[config.mk]
export PLATFORM = sky130hd
export DESIGN_NAME = stopwatch_lap_timer
export DESIGN_NICKNAME = d
export VERILOG_FILES = /design/src/rtl/stopwatch_pkg.sv /design/src/rtl/tick_prescaler.sv /design/src/rtl/stopwatch_lap_timer.sv
export SDC_FILE = /design/constraint.sdc
export NUM_CORES = 1
export LEC_CHECK = 0
export BUFFER_PORTS_ARGS = -buffer_cell sky130_fd_sc_hd__buf_4
export CAP_MARGIN = 20
export CORE_MARGIN = 3
export CORE_UTILIZATION = 50
export DETAILED_ROUTE_END_ITERATION = 6
export HOLD_SLACK_MARGIN = 0.15
export PLACE_DENSITY_LB_ADDON = 0.15
export SLEW_MARGIN = 5
export SYNTH_ARGS = -nofsm -noshare
export SYNTH_HDL_FRONTEND = slang
export SYNTH_HIERARCHICAL = 1
export SYNTH_SLANG_ARGS = --single-unit
[constraint.sdc]
create_clock -name clk -period 7 [get_ports clk]
set_input_delay 0.7 -clock clk [delete_from_list [all_inputs] [get_ports clk]]
set_output_delay 0.7 -clock clk [all_outputs]
set_load 0.02 [all_outputs]
[src/rtl/stopwatch_pkg.sv]
// Shared definitions for the stopwatch/lap timer: the state encoding that
// appears on the stat output, and the seconds field width and limit.
package stopwatch_pkg;

    typedef enum logic [1:0] {
        ST_IDLE    = 2'b00,
        ST_RUNNING = 2'b01,
        ST_PAUSED  = 2'b10,
        ST_DONE    = 2'b11
    } state_t;

    localparam int SEC_W = 6;
    localparam logic [SEC_W-1:0] SEC_MAX = 6'd59;

    // Saturate a seconds value to the legal 0..59 range.
    function automatic logic [SEC_W-1:0] sat_secs(input logic [SEC_W-1:0] s);
        return (s > SEC_MAX) ? SEC_MAX : s;
    endfunction

endpackage

[src/rtl/tick_prescaler.sv]
// Divides clk down to a one-cycle tick every TICKS_PER_SEC cycles of run.
// Holds its count while run is low; clr (or rst) returns it to zero.
module tick_prescaler #(
    parameter int TICKS_PER_SEC = 100000000
) (
    input  logic clk,
    input  logic rst,
    input  logic run,
    input  logic clr,
    output logic tick
);

    localparam int CW = (TICKS_PER_SEC > 2) ? $clog2(TICKS_PER_SEC) : 1;
    localparam logic [CW-1:0] LAST = CW'(TICKS_PER_SEC - 1);

    logic [CW-1:0] cnt;

    // Combinational so the time update lands on the same edge that wraps the count.
    assign tick = run && (cnt == LAST);

    // NOTE: state registers use non-blocking assignments so every flop samples
    // pre-edge values regardless of process evaluation order.
    always_ff @(posedge clk) begin
        if (rst || clr) begin
            cnt <= '0;
        end else if (run) begin
            cnt <= tick ? '0 : cnt + 1'b1;
        end
    end

endmodule

[src/rtl/stopwatch_lap_timer.sv]
// Stopwatch with up/down counting, preset load, lap capture and a done pulse.
// Holds the control FSM and the time/lap datapath; the seconds prescaler is a sub-module.
module stopwatch_lap_timer
    import stopwatch_pkg::*;
#(
    parameter int TICKS_PER_SEC = 100000000,
    parameter int MIN_W         = 8,
    parameter int MAX_MIN       = 99
) (
    input  logic             clk,
    input  logic             rst,
    input  logic             start,
    input  logic             stop,
    input  logic             reset,
    input  logic             lap,
    input  logic             mode,
    input  logic             load_en,
    input  logic [MIN_W-1:0] load_mins,
    input  logic [SEC_W-1:0] load_secs,
    output logic [MIN_W-1:0] mins,
    output logic [SEC_W-1:0] secs,
    output logic [MIN_W-1:0] lap_mins,
    output logic [SEC_W-1:0] lap_secs,
    output logic             lap_valid,
    output logic             done,
    output logic [1:0]       stat
);

    localparam logic [MIN_W-1:0] MIN_CEIL = MIN_W'(MAX_MIN);

    state_t           state_q, state_d;
    logic             dir_q, dir_eff;
    logic [MIN_W-1:0] mins_q, mins_d, lap_mins_q;
    logic [SEC_W-1:0] secs_q, secs_d, lap_secs_q;
    logic             lap_valid_q, done_q, zero_pend_q;
    logic             tick, load_ok, time_zero, at_ceiling, terminal;
    logic             lap_take, zero_start, run, clr;

    assign run = (state_q == ST_RUNNING);
    assign clr = reset || (state_q == ST_IDLE) || (state_q == ST_DONE);

    tick_prescaler #(
        .TICKS_PER_SEC(TICKS_PER_SEC)
    ) u_prescaler (
        .clk (clk),
        .rst (rst),
        .run (run),
        .clr (clr),
        .tick(tick)
    );

    // In IDLE the direction follows mode live, so a start sees the mode of its own edge.
    assign dir_eff    = (state_q == ST_IDLE) ? mode : dir_q;
    assign load_ok    = load_en && ((state_q == ST_IDLE) || (state_q == ST_DONE));
    assign time_zero  = (mins_q == '0) && (secs_q == '0);
    assign at_ceiling = (mins_q == MIN_CEIL) && (secs_q == SEC_MAX);
    assign terminal   = tick && (dir_q ? ((mins_q == '0) && (secs_q == 6'd1)) : at_ceiling);
    assign lap_take   = lap && !reset && ((state_q == ST_RUNNING) || (state_q == ST_PAUSED));
    assign zero_start = (state_q == ST_IDLE) && !reset && !load_ok && start && !stop
                        && dir_eff && time_zero;

    always_ff @(posedge clk) begin
        if (rst) begin
            state_q <= ST_IDLE;
        end else begin
            state_q <= state_d;
        end
    end

    // NOTE: every always_comb output gets a default first, so no path can
    // leave it unassigned and infer a latch.
    always_comb begin
        state_d = state_q;
        if (reset || load_ok) begin
            state_d = ST_IDLE;
        end else begin
            case (state_q)
                ST_IDLE: begin
                    if (start && !stop) begin
                        state_d = (dir_eff && time_zero) ? ST_DONE : ST_RUNNING;
                    end
                end
                ST_RUNNING: begin
                    if (terminal) begin
                        state_d = ST_DONE;
                    end else if (stop) begin
                        state_d = ST_PAUSED;
                    end
                end
                ST_PAUSED: begin
                    if (start && !stop) begin
                        state_d = ST_RUNNING;
                    end
                end
                default: state_d = ST_DONE;
            endcase
        end
    end

    always_comb begin
        mins_d = mins_q;
        secs_d = secs_q;
        if (reset) begin
            mins_d = '0;
            secs_d = '0;
        end else if (load_ok) begin
            mins_d = (load_mins > MIN_CEIL) ? MIN_CEIL : load_mins;
            secs_d = sat_secs(load_secs);
        end else if (tick) begin
            if (!dir_q) begin
                // At the ceiling the time holds; the FSM moves to DONE instead.
                if (!at_ceiling) begin
                    if (secs_q == SEC_MAX) begin
                        secs_d = '0;
                        mins_d = mins_q + 1'b1;
                    end else begin
                        secs_d = secs_q + 1'b1;
                    end
                end
            end else if (secs_q != '0) begin
                secs_d = secs_q - 1'b1;
            end else if (mins_q != '0) begin
                secs_d = SEC_MAX;
                mins_d = mins_q - 1'b1;
            end
        end
    end

    always_ff @(posedge clk) begin
        if (rst) begin
            mins_q      <= '0;
            secs_q      <= '0;
            lap_mins_q  <= '0;
            lap_secs_q  <= '0;
            lap_valid_q <= 1'b0;
            done_q      <= 1'b0;
            zero_pend_q <= 1'b0;
            dir_q       <= 1'b0;
        end else begin
            mins_q <= mins_d;
            secs_q <= secs_d;
            if (state_q == ST_IDLE) begin
                dir_q <= mode;
            end
            if (reset) begin
                lap_mins_q <= '0;
                lap_secs_q <= '0;
            end else if (lap_take) begin
                lap_mins_q <= mins_q;
                lap_secs_q <= secs_q;
            end
            lap_valid_q <= lap_take;
            // A start at 00:00 counting down reports done one cycle after entering DONE.
            zero_pend_q <= zero_start;
            done_q      <= !reset && (terminal || zero_pend_q);
        end
    end

    assign mins      = mins_q;
    assign secs      = secs_q;
    assign lap_mins  = lap_mins_q;
    assign lap_secs  = lap_secs_q;
    assign lap_valid = lap_valid_q;
    assign done      = done_q;
    assign stat      = state_q;

endmodule
==> results of run 1 <==
## power groups by stage
stage / combinational (W) / sequential [W] / clock [W]
2_1_floorplan: 0.0000700 / 0.000371 / 0
3_3_place_gp: 0.000100 / 0.000371 / 0
3_5_place_dp: 0.000102 / 0.000372 / 0
4_1_cts: 0.000102 / 0.000364 / 0.000355
5_1_grt: 0.000113 / 0.000365 / 0.000373
6_report: 0.000103 / 0.000364 / 0.000350
## final cells by class
| type | count | area [µm²] |
|---|---|---|
| clock buffers | 13 | 149 |
| clock inverters | 3 | 68.8 |
| fillers | 647 | 2670 |
| inverters | 15 | 56.3 |
| multi-input cells | 343 | 2230 |
| flip-flops and latches | 61 | 1220 |
| well taps | 96 | 120 |
| repair buffers | 53 | 398 |
## worst max-delay path, delay by kind of cell, from the launching register on
family                   cells  cell delay (ns)
buffers and inverters        1             0.12
adder cells (fa/ha/maj)      1             0.36
AO/OA/AOI/OAI                3             0.61
AND/OR/NAND/NOR              4             1.77
flip-flops                   1             0.35
## synth_stat cells, drive strengths merged (7+ instances only)
cell / n
nand3: 13
o21a: 7
o31ai: 14
nand2: 61
nand4: 16
or4: 10
or3: 7
nor2b: 7
o21ai: 13
inv: 15
clkbuf: 11
a21oi: 37
dfxtp: 61
xor2: 12
buf: 12
ha: 14
nor2: 35
## logic make-up (layout without fill, tap and decap cells)
family,after synthesis,count (layout),synth area share [%]
AO/OA/AOI/OAI,115,115,22.9
AND/OR/NAND/NOR,193,193,28.3
flip-flops,61,61,33.7
XOR/XNOR,17,17,4.11
multiplexers,3,3,0.829
adder cells (fa/ha/maj),15,15,5.39
buffers and inverters,38,84,4.80
## worst max path at each step
stage / slack (ns) / end / cells after the start / start
6_report: 3.69 / mins[6]$_SDFFE_PP0P_ / 9 / stat[1]$_SDFFE_PP0P_
5_1_grt: 3.49 / mins[6]$_SDFFE_PP0P_ / 9 / stat[1]$_SDFFE_PP0P_
4_1_cts: 3.74 / mins[6]$_SDFFE_PP0P_ / 9 / stat[1]$_SDFFE_PP0P_
3_5_place_dp: 3.77 / mins[6]$_SDFFE_PP0P_ / 9 / stat[1]$_SDFFE_PP0P_
3_3_place_gp: 4.00 / mins[7]$_SDFFE_PP0P_ / 9 / stat[1]$_SDFFE_PP0P_
2_1_floorplan: 4.09 / mins[7]$_SDFFE_PP0P_ / 9 / stat[0]$_SDFFE_PP0P_
## stage by stage
stage	std cells	setup slack (ns)
finish	584	3.69
detailed placement	568	3.77
global route	584	3.49
global placement	568	4.00
CTS	584	3.74
floorplan	442	4.09
## flip-flops by register name, indices dropped and copies added (netlist names)
name,cells
zero_pend_q,1
u_prescaler/cnt,27
stat,2
dir_q,1
lap_mins,8
lap_secs,6
secs,6
lap_valid,1
mins,8
done,1
## routing by layer
layer  global-route usage [%]  wire length (µm)  up-vias
met5                        0                 0        -
met4                     8.79                76        0
met3                     3.81               445        9
met2                     38.3              4590       93
met1                     29.5              4060     1610
li1                         -                 -     1713
==> flow_metrics.py, run 1 <==
metrics = {
    "hold_path": {
        "hold_path_class": "reg2reg",
        "whs_endpoint": "done$_SDFF_PP0_",
        "holdPathStages": 1,
        "hold_path.startpoint": "zero_pend_q$_SDFF_PP0_",
    },
    "yosys": {
        "yosysWarningCount": 6,
        "synth-async-reset-ratio_pct": 0,
        "yosysSeqAreaShare_pct": 33.7,
        "synth.area.top_cells": "dfxtp_1 (34%), nand2_1 (6.3%), a21oi_1 (5.1%)",
        "synth_edf_count": 0,
        "ys_seq_elements": 61,
        "synth_cell_type_count": 68,
        "avgSynthCellArea_um2": 8.20,
        "netlist_area_um2": 3620,
        "synth_top_flop_cell": "dfxtp_1",
        "synthCells": 442,
        "netlist.area_leader.share_pct": 33.7,
        "yosys.area.top_type": "dfxtp_1",
        "syn_nets": 479,
    },
    "cells_and_area": {
        "nets": 520,
        "antenna_cells": 0,
        "layout_common_cells": "nand2_1 (61), dfxtp_1 (61), buf_4 (53)",
        "design_area_um2": 4240,
        "fin_util_pct": 61.4,
        "drive_gt1_share_pct": 17.0,
        "areaGrowthSynthToFinish_pct": 17.1,
    },
    "pwr": {
        "finalPower_w": 0.000817,
        "leakagePower_nw": 1.52,
        "sequentialPowerShare_pct": 44.6,
        "pwr-share-comb_pct": 12.6,
        "p_sw_w": 0.000211,
        "clockPowerShare_pct": 42.8,
        "cellInternalPower_w": 0.000606,
        "switching_share_pct": 25.9,
        "power_density_nw_per_um2": 193,
        "peakVddDrop_mv": 0.100,
    },
    "critical_path": {
        "crit_chain": "inv_1 -> ha_1 -> nand4_1 -> or4_1 -> nor2_1 -> o2111ai_2 -> nand3_1 -> o31ai_1 -> o22ai_1",
        "r2r_cells": 9,
        "critPathArrivalTime_ns": 3.56,
        "worst-path-max-fanout": 13,
        "worstPathRequired_ns": 7.25,
        "r2r-end": "mins[6]$_SDFFE_PP0P_",
        "reg2reg_from": "stat[1]$_SDFFE_PP0P_",
        "slowest_delay_ns": 0.68,
        "cp_slowest_cell": "or4_1",
        "worstSetupPathType": "reg2reg",
        "endpoint_kind": "flip-flop",
        "ff2ff_setup_slack_ns": 3.69,
        "cp-start-kind": "flip-flop",
    },
    "route": {
        "drc": 0,
        "drt-initial-drc-count": 148,
        "totalWireLength_um": 9180,
        "vias_per_cell": 5.86,
        "route.vias.total": 3425,
        "drt_first_pass_iters": 4,
        "wl_per_cell_um": 15.7,
        "ant_nets": 0,
    },
    "floorplan": {
        "rows": 30,
        "io_pins": 54,
        "die_x_um": 91.1,
        "core-area_um2": 6910,
        "start_util_pct": 52.4,
        "die_area_um2": 8300,
        "die_h_um": 91.1,
    },
    "clocking": {
        "clkSinkCount": 61,
        "cts.path.max_buffers": 2,
        "worstSkewPairLatency_ns": 0.34,
        "cts_tree": "yes",
        "hold_buffers": 0,
        "cts.htree.levels": 3,
        "cts-root-buf": "clkbuf_8",
        "clk_pin_slew_ns": 0.07,
        "cts_resized": 0,
        "cts_buffers": 9,
        "postCtsSetupRepairBufs": 0,
    },
    "placed_design": {
        "io_buffers": 53,
        "place_congestion": 0.889,
        "place_area_um2": 4020,
        "dp_hpwl_um": 6560,
    },
    "status": {
        "status": "complete, no violations",
    },
    "sta": {
        "clock_skew_ns": 0.0104,
        "post-route-period-util_pct": 47.3,
        "rsz0062_at_grt": "no",
        "fin_hold_ws_ns": 0.446,
        "setup_viol": 0,
        "timing.fmax_mhz": 302,
        "hold_violations": 0,
        "slew_viol_final": 0,
        "tns_ns": 0,
        "finalCriticalPeriod_ns": 3.31,
        "slew_headroom_pct": 38.0,
        "worst_pin_slew_ns": 0.928,
    },
    "global_route": {
        "grt_use_total_pct": 22.9,
        "grt_max_degree": 27,
        "antenna_found_initial": 0,
        "grt_pass1_vias": 3231,
        "grt_pass1_wl_um": 15700,
        "grt_overflow_total": 0,
    },
    "run": {
        "drv_cap": 0,
    },
}
Power figures use the tool's default switching activity.
==> run 2, diff against run 1 <==
==> constraint.sdc (replaced) <==
create_clock -name clk -period 3 [get_ports clk]
set_input_delay 0.3 -clock clk [delete_from_list [all_inputs] [get_ports clk]]
set_output_delay 0.3 -clock clk [all_outputs]
set_load 0.02 [all_outputs]
==> flow_metrics.py, run 2 (same netlist as run 1, synthesis figures left out) <==
metrics = {
    "hold_path": {
        "hold_path_class": "in2reg",
    },
    "critical_path": {
        "worst-path-max-fanout": 5,
        "cp-start-kind": "flip-flop",
        "crit_buf_inv": 0,
        "crit_family": "simple AND/OR/NAND/NOR gates",
        "worstSetupPathType": "reg2reg",
        "crit_top_cell": "or4_1",
        "cp_slowest_cell": "or4_1",
        "slowest_delay_ns": 0.58,
        "critPathArrivalTime_ns": 3.00,
        "crit_chain": "ha_1 -> nand4_1 -> or4_1 -> nor2_2 -> o2111ai_2 -> and2_4 -> or4_1 -> a21oi_1",
        "worstPathRequired_ns": 3.26,
        "endpoint_kind": "flip-flop",
    },
    "sta": {
        "hold_violations": 0,
        "rsz0062_at_grt": "no",
        "slew_viol_final": 0,
        "tns_ns": 0,
        "timing.fmax_mhz": 366,
        "worst_pin_slew_ns": 0.922,
        "finalCriticalPeriod_ns": 2.73,
        "clock_skew_ns": 0.0102,
        "post-route-period-util_pct": 91.1,
        "slew_headroom_pct": 38.3,
        "setup_viol": 0,
        "fin_hold_ws_ns": 0.263,
    },
    "pwr": {
        "finalPower_w": 0.00183,
        "power_density_nw_per_um2": 427,
        "peakVddDrop_mv": 0.296,
        "leakagePower_nw": 1.56,
    },
    "floorplan": {
        "core-area_um2": 6910,
        "start_util_pct": 52.4,
        "rows": 30,
        "die_h_um": 91.1,
        "die_x_um": 91.1,
        "die_area_um2": 8300,
        "io_pins": 54,
    },
    "global_route": {
        "grt_max_degree": 27,
        "grt_use_total_pct": 22.8,
        "grt_overflow_total": 0,
        "grt_pass1_vias": 3285,
        "antenna_found_initial": 0,
        "grt_pass1_wl_um": 15600,
    },
    "cells_and_area": {
        "nets": 529,
        "top_register": "u_prescaler/cnt",
        "layout_common_cells": "nand2_1 (61), dfxtp_1 (61), buf_4 (61)",
        "largest_reg_flops": 27,
        "drive_gt1_share_pct": 18.5,
        "areaGrowthSynthToFinish_pct": 18.5,
        "antenna_cells": 0,
        "fin_util_pct": 62.2,
        "n_fill_cell": 640,
    },
    "clocking": {
        "cts_buffers": 9,
        "worstSkewPairLatency_ns": 0.33,
        "postCtsSetupRepairBufs": 0,
        "cts.htree.levels": 3,
        "cts_tree": "yes",
        "cts.path.max_buffers": 2,
        "cts-root-buf": "clkbuf_8",
        "clkSinkCount": 61,
        "clk_pin_slew_ns": 0.06,
    },
    "status": {
        "status": "complete, no violations",
    },
    "run": {
        "drv_cap": 0,
    },
    "placed_design": {
        "dp_hpwl_um": 6620,
        "place_congestion": 0.916,
        "io_buffers": 53,
    },
    "route": {
        "drc": 0,
        "wl_per_cell_um": 15.6,
        "ant_nets": 0,
        "totalWireLength_um": 9260,
        "route.vias.total": 3461,
        "drt_first_pass_iters": 5,
        "vias_per_cell": 5.85,
        "drt-initial-drc-count": 136,
    },
}
run 2: cell count changes in the layout (fill, tap and decap cells not counted), sizes merged:
| cell | change |
|---|---|
| dlygate4sd3 | +1 |
| buf | +8 |
| bufinv | -1 |
| clkinv | -1 |
| clkbuf | +1 |
run 2: final cells by class:
| cell class | instances | area [µm²] | area share, % |
|---|---|---|---|
| clock inverters | 1 | 30.0 | 0.700 |
| inverters | 15 | 56.3 | 1.31 |
| well taps | 96 | 120 | 2.80 |
| clock buffers | 14 | 163 | 3.79 |
| repair buffers | 62 | 468 | 10.9 |
| flip-flops and latches | 61 | 1220 | 28.4 |
| multi-input cells | 343 | 2230 | 52.1 |
run 2: power breakdown:
part | switching, W | total (W) | internal [W]
clock network | 0.000310 | 0.000736 | 0.000426
logic | 0.000143 | 0.000249 | 0.000106
registers | 0.0000283 | 0.000849 | 0.000821
total | 0.000481 | 0.00183 | 0.00135
run 2: repair_timing:
| action | CTS | global route |
|---|---|---|
| endpoints found under the hold margin | 1 | 0 |
| hold buffers | 1 | 0 |
| gates resized for setup | 0 | 2 |
| endpoints found under the setup margin | 0 | 7 |
run 2: routing by layer:
layer	share of wire (%)	GRT usage (%)
met1	44	27.8
met4	1.5	6.91
met3	5.4	5.55
met5	0	0
met2	49	39.6
run 2: worst paths after layout:
kind | start | to | slack [ns] | cells after the start
max | u_prescaler/cnt[0]$_SDFFE_PP0P_ | mins[7]$_SDFFE_PP0P_ | 0.27 | 8
min | mode | dir_q$_SDFF_PP0_ | 0.26 | 3
max reg2reg | u_prescaler/cnt[0]$_SDFFE_PP0P_ | mins[7]$_SDFFE_PP0P_ | 0.27 | 8
min reg2reg | zero_pend_q$_SDFF_PP0_ | done$_SDFF_PP0_ | 0.45 | 1
run 2: worst reg2reg max path: stages (launching register included):
cell and delay (ns):
dfxtp_1 0.37, ha_1 0.21, nand4_1 0.14, or4_1 0.58, nor2_2 0.28, o2111ai_2 0.20, and2_4 0.21, or4_1 0.51
a21oi_1 0.16
run 2: through the flow:
step                      worst slack [ns]  cells  cell area, µm²
after CTS                            0.201    592            4290
final                                0.268    592            4290
after detailed placement             0.213    576            4080
after floorplan                     0.0888    442            3620
after global routing                0.0759    592            4290
after global placement               0.354    576            4080
